`config.mk`:
```
export PLATFORM = sky130hd
export DESIGN_NAME = maxpool_2x2_stream
export DESIGN_NICKNAME = d
export VERILOG_FILES = /design/src/rtl/maxpool_2x2_stream.sv
export SDC_FILE = /design/constraint.sdc
export NUM_CORES = 1
export LEC_CHECK = 0
export CAP_MARGIN = 20
export CELL_PAD_IN_SITES_DETAIL_PLACEMENT = 0
export CELL_PAD_IN_SITES_GLOBAL_PLACEMENT = 1
export CORE_ASPECT_RATIO = 1.1
export CORE_UTILIZATION = 40
export CTS_CLUSTER_DIAMETER = 150
export DETAILED_ROUTE_END_ITERATION = 8
export GPL_ROUTABILITY_DRIVEN = 0
export PLACE_DENSITY = 0.78
export SLEW_MARGIN = 20
export SYNTH_ARGS = -nofsm -noshare
export SYNTH_HDL_FRONTEND = slang
export SYNTH_SLANG_ARGS = --single-unit
```
`constraint.sdc`:
```
create_clock -name clk_i -period 3.1 [get_ports clk_i]
set_clock_uncertainty 0.05 [all_clocks]
set_input_delay 0.62 -clock clk_i [delete_from_list [all_inputs] [get_ports clk_i]]
set_output_delay 0.62 -clock clk_i [all_outputs]
set_load 0.05 [all_outputs]
```
`src/rtl/maxpool_2x2_stream.sv`:
```
// 2x2 stride-2 max-pooling stage for the raster-order conv output stream.
// Even rows park horizontal pair maxima in a half-width line buffer; odd rows emit pooled pixels.
module maxpool_2x2_stream #(
    parameter int unsigned DATA_W = 8,
    parameter int unsigned IN_DIM = 26
) (
    input  logic              clk_i,
    input  logic              reset,
    input  logic [DATA_W-1:0] pixel_i,
    input  logic              pixel_valid_i,
    input  logic              image_done_i,
    output logic [DATA_W-1:0] pixel_o,
    output logic              pixel_valid_o,
    output logic              frame_done_o,
    output logic              frame_err_o
);

    localparam int unsigned OUT_DIM = IN_DIM / 2;
    localparam int unsigned CW      = $clog2(IN_DIM);
    localparam logic [CW-1:0] LAST     = CW'(IN_DIM - 1);
    localparam logic [CW-1:0] LAST_OUT = CW'(2 * OUT_DIM - 1);

    typedef enum logic {
        RowEven,
        RowOdd
    } state_e;

    state_e            state;
    logic [CW-1:0]     col_cnt;
    logic [CW-1:0]     row_cnt;
    logic [DATA_W-1:0] hold_q;
    logic [DATA_W-1:0] linebuf [OUT_DIM];

    logic [CW-2:0]     lb_idx;
    logic [DATA_W-1:0] hmax;
    logic [DATA_W-1:0] lb_rd;
    logic [DATA_W-1:0] vmax;
    logic              col_last;
    logic              row_last;
    logic [CW-1:0]     col_app;
    logic [CW-1:0]     row_app;
    logic              abort;

    always_comb begin
        lb_idx   = col_cnt[CW-1:1];
        hmax     = (pixel_i > hold_q) ? pixel_i : hold_q;
        lb_rd    = linebuf[lb_idx];
        vmax     = (lb_rd > hmax) ? lb_rd : hmax;
        col_last = (col_cnt == LAST);
        row_last = (row_cnt == LAST);
        col_app  = col_cnt;
        row_app  = row_cnt;
        if (pixel_valid_i) begin
            if (col_last) begin
                col_app = '0;
                row_app = row_last ? '0 : row_cnt + 1'b1;
            end else begin
                col_app = col_cnt + 1'b1;
            end
        end
        // End-of-image only counts as an error if it lands inside a frame.
        abort = image_done_i && ((col_app != '0) || (row_app != '0));
    end

    always_ff @(posedge clk_i or posedge reset) begin
        if (reset) begin
            state         <= RowEven;
            col_cnt       <= '0;
            row_cnt       <= '0;
            hold_q        <= '0;
            pixel_o       <= '0;
            pixel_valid_o <= 1'b0;
            frame_done_o  <= 1'b0;
            frame_err_o   <= 1'b0;
        end else begin
            pixel_valid_o <= 1'b0;
            frame_done_o  <= 1'b0;
            frame_err_o   <= abort;
            if (pixel_valid_i) begin
                if (!col_cnt[0]) begin
                    hold_q <= pixel_i;
                end else if (state == RowOdd) begin
                    pixel_o       <= vmax;
                    pixel_valid_o <= 1'b1;
                    frame_done_o  <= (row_cnt == LAST_OUT) && (col_cnt == LAST_OUT);
                end
                if (col_last) begin
                    case (state)
                        RowEven: state <= row_last ? RowEven : RowOdd;
                        RowOdd:  state <= RowEven;
                        default: state <= RowEven;
                    endcase
                end
            end
            if (abort) begin
                col_cnt <= '0;
                row_cnt <= '0;
                state   <= RowEven;
            end else begin
                col_cnt <= col_app;
                row_cnt <= row_app;
            end
        end
    end

    // Contents are don't-care after reset: every entry is rewritten on row 0 before it is read.
    always_ff @(posedge clk_i) begin
        if (pixel_valid_i && col_cnt[0] && (state == RowEven)) begin
            linebuf[lb_idx] <= hmax;
        end
    end

endmodule

```
Yosys cells after proc, flatten, opt, wreduce, memory -nomap -nowiden:

Memories as Yosys holds them, arrays and structs flattened.
Cells that the tools add are included.

* bitwise operators: 2
* mux-type cells: 22
* $lt $le $gt $ge: 2
* eq/ne operators: 2
* add/sub/neg operators: 2
* reductions and logical operators: 12

Operator list (number)
* $mux W5: 7
* $gt A8 B8 Y1: 2
* $mux W8: 2
* $mux W1: 12
* $add A5 B1 Y5 const B: 2
* $eq A5 B5 Y1 const B: 2
* $reduce_bool A5 Y1: 2
* $logic_and A1 B1 Y1: 4
* $reduce_and A2 Y1: 2
* $reduce_bool A2 Y1: 2
* $reduce_and A3 Y1: 1
* $not A1 Y1: 2
* $pmux W1 S2: 1
* $logic_or A1 B1 Y1: 1

* bits in registers: 30
* memories: 1
* memory bits (writable): 104
* word-level logic and storage cells: 51

Memory list
* linebuf: depth 13, width 8, read ports 1, clocked after memory_dff 0, wr ports 1, RTL line 32 `logic [DATA_W-1:0] linebuf [OUT_DIM];`

Logic depth before layout (Yosys ltp):

* depth in word-level cells: 9
* mapped depth: 15
* mapped depth without buffers: 15

Worst setup path after synthesis:

No wires, ideal clock.

* path kind: input -> register
* start point: in pixel_i[1]
* end point: reg pixel_o[0]
* path slack: -0.397 ns
* stages: 12
* arrival time: 3.361 ns
* cells stage by stage: ha_1 -> nor2b_1 -> o211ai_1 -> a21oi_1 -> o32ai_4 -> mux2i_1 -> ha_1 -> and3_1 -> a221o_1 -> a22oi_1 -> nand2_1 -> o211ai_1

* longest elaborated chain between the ends: 4

RTL lines
* start, declared: RTL line 9 `input logic [DATA_W-1:0] pixel_i,`
* $gt A8 B8 Y1: RTL line 46 `hmax = (pixel_i > hold_q) ? pixel_i : hold_q;`
* $mux W8 *: RTL line 46
* $gt A8 B8 Y1: RTL line 48 `vmax = (lb_rd > hmax) ? lb_rd : hmax;`
* $mux W8 *: RTL line 48
* end signal, assigned: RTL line 83 `pixel_o <= vmax;`
* end, declared: RTL line 12 `output logic [DATA_W-1:0] pixel_o,`

Every way passes the cells marked *; elsewhere a longest branch is shown, timed or not.
A chain may end at the register's enable or synchronous reset.

Final worst setup path:

* start point: in pixel_i[5]
* end point: reg pixel_o[1]

The elaborated chain is that of the path after synthesis.

==> flow_metrics.env <==
export IMPL_status="finished, violations left"
export IMPL_violations="negative setup slack"
export IMPL_use_met2_pct=31.1
export IMPL_startpoint_type="input pin"
export IMPL_die_w_um=118
export IMPL_met1_usage_pct=22.8
export IMPL_synth_edf_count=104
export IMPL_num_vias=3725
export IMPL_ys_seq_elements=134
export IMPL_syn_area_mm2=0.00596
export IMPL_postPlaceCellArea_mm2=0.00674
export IMPL_grt_busiest_layer="met2"
export IMPL_endpoint_kind="flip-flop"
export IMPL_hold_buffers=0
export IMPL_antenna_found_initial=0
export IMPL_critical_path_class="in -> reg"
export IMPL_nets=515
export IMPL_power_density_mw_per_mm2=625
export IMPL_grt_pass1_wl_um=20900
export IMPL_dp_final_hpwl_um=8710
export IMPL_die_area_mm2=0.0154
export IMPL_async_reset_ff_share_pct=22.4
export IMPL_clkLatencyLatePin_ns=0.42
export IMPL_ios=23
export IMPL_die_h_um=130
export IMPL_vdd_drop_max_mv=0.369
export IMPL_numClockSinks=134
export IMPL_root_buffer="clkbuf_16"
export IMPL_n_antenna_cell=0
export IMPL_row_count=46
export IMPL_design_area_mm2=0.00757
export IMPL_synthCells=410
export IMPL_leakagePower_nw=2.74
export IMPL_worstMarginPinSlew_ns=0.940
export IMPL_min_period_ns=3.34
export IMPL_setup_tns_ns=-1.81
export IMPL_final_util_pct=52.2
export IMPL_drive_gt1_share_pct=29.0
export IMPL_cts_tree="done"
export IMPL_drcViolationCount=0
export IMPL_crit_fanout=7
export IMPL_start_util_pct=41.1
export IMPL_drtIter0Drc=242
export IMPL_final_cell_mix="edfxtp_1, buf_4, nand2_1, dfrtp_1, nor2_1"
export IMPL_vias_per_cell=5.41
export IMPL_synth_area_per_cell_um2=14.5
export IMPL_portBuffers=22
export IMPL_clock_path_buffers=2
export IMPL_track_usage_pct=18.5
export IMPL_hold_class="reg -> reg"
export IMPL_setup_viol=8
export IMPL_syn_to_final_growth_pct=27.0
export IMPL_maxCapViolCount=0
export IMPL_synth_net_count=442
export IMPL_worstPathArrival_ns=3.58
export IMPL_ys_seq_area_share_pct=65.0
export IMPL_final_common_cell="edfxtp_1"
export IMPL_fin_crit_sh_pct=108
export IMPL_grt_ovfl_total=0
export IMPL_grt_pass1_vias=3795
export IMPL_rsz0062_at_grt="true"
export IMPL_fin_ws_ns=-0.244
export IMPL_cp_required_ns=3.34
export IMPL_yosys_warnings=0
export IMPL_slew_headroom_pct=37.3
export IMPL_numCtsBuffers=17
export IMPL_ant_nets=0
export IMPL_clk_pin_slew_ns=0.06
export IMPL_fmax_mhz=299
export IMPL_hold_viol_final=0
export IMPL_ys_flop_type="edfxtp_1"
export IMPL_slew_violations=0
export IMPL_htree_num_levels=4
export IMPL_core_area_mm2=0.0145
export IMPL_drt_wirelength_per_cell_um=19.1
export IMPL_synth_distinct_cells=50
export IMPL_grt_max_degree=24
export IMPL_firstDrtPassIters=4
export IMPL_drt_total_wl_um=13100
export IMPL_grt_use_met3_pct=3.80
-- metrics by stage --
step	setup WS, ns	std cells	hold slack [ns]	power, W
floorplan	-0.304	410	0.457	0.00237
global placement	-0.781	652	0.451	0.00257
detailed placement	-0.924	652	0.453	0.00259
CTS	-0.163	685	0.466	0.00473
global route	-0.398	688	0.508	0.00490
finish	-0.244	688	0.464	0.00473
-- worst max-delay path, cell delays in order --
cell and delay [ns]:
dlygate4sd2_1 0.27, ha_4 0.23, a211oi_2 0.23, nor2_2 0.08
o32ai_4 0.39, buf_4 0.19, mux2i_2 0.24, ha_1 0.26
and3_4 0.19, a221o_1 0.32, a22oi_2 0.17, buf_4 0.16
nor2_4 0.05, nand2_1 0.09, o211ai_1 0.09
-- area by class of cell --
| class | instances | area (µm²) |
|---|---|---|
| clock buffer | 17 | 425 |
| timing repair buffer | 74 | 648 |
| tap | 192 | 240 |
| clock inverter | 15 | 188 |
| multi-input combinational | 234 | 2110 |
| fill | 1185 | 6940 |
| sequential | 134 | 3870 |
| inverter | 22 | 82.6 |
-- worst paths after layout --
path	cells past startpoint	startpoint	end	slack, ns
min	2	pixel_o[3]	pixel_o[3]	0.46
max reg2reg	16	hold_q[1]	pixel_o[1]	-0.24
max in group asynchronous	3	reset	hold_q[5]	1.64
min reg2reg	2	pixel_o[3]	pixel_o[3]	0.46
max	15	pixel_i[5]	pixel_o[1]	-0.24
min in group asynchronous	2	reset	row_cnt[4]	0.68
-- registers in the layout, summed over array words and instances (netlist names), 5 cells and up --
signal and count:
linebuf 104, col_cnt 5, row_cnt 5, hold_q 8, pixel_o 8
-- logic make-up after synthesis --
group	share of synthesized area [%]
AOI/OAI and AO/OA	7.96
xor gates and xnor gates	0.147
adders and majority gates	4.20
buffers and inverters	3.09
DFF	65.0
muxes	10.8
and+or+nand+nor	8.78
-- where the power goes --
group / leakage [nW] / switching (W) / total, W / internal, W
Combinational: 1.11 / 0.000336 / 0.000613 / 0.000277
Clock: 0.293 / 0.000782 / 0.00206 / 0.00128
Sequential: 1.34 / 0.0000180 / 0.00205 / 0.00204
-- timing repair --
item / 4_1_cts / 5_1_grt
pin swaps: 17 / 3
endpoints found under the setup margin: 8 / 8
resized for setup: 36 / 6
buffers inserted: 1 / 3
gates cloned: 0 / 0
-- per-layer routing --
| layer | routed length (µm) | vias up |
|---|---|---|
| met4 | 340 | 0 |
| met3 | 471 | 13 |
| met1 | 5630 | 1902 |
| met5 | 0 | - |
| li1 | - | 1714 |
| met2 | 6680 | 96 |
-- synthesized netlist by cell type (2+ instances only) --
cell      number  area, µm²
nor2_1        29        109
and3_1         3       18.8
o22ai_1        9       56.3
nand4_1        3       18.8
buf_4          4       30.0
ha_1          20        250
nor2b_1        5       31.3
a22oi_1        2       15.0
nand2_1       47        176
mux2i_1        9       90.1
and4b_1        2       20.0
nand2b_1       3       18.8
o21ai_0       13       65.1
inv_1         21       78.8
a21oi_1        8       40.0
dfrtp_1       30        751
or3_1          3       18.8
mux4_2        24        541
buf_2          3       15.0
nand3_1        8       40.0
or4_1          2       15.0
edfxtp_1     104       3120
nand3b_1       2       15.0
a31oi_1        9       56.3
clkbuf_1      11       41.3
a211oi_2       2       25.0
o211ai_1      11       82.6
(Power assumes the default switching activity.)
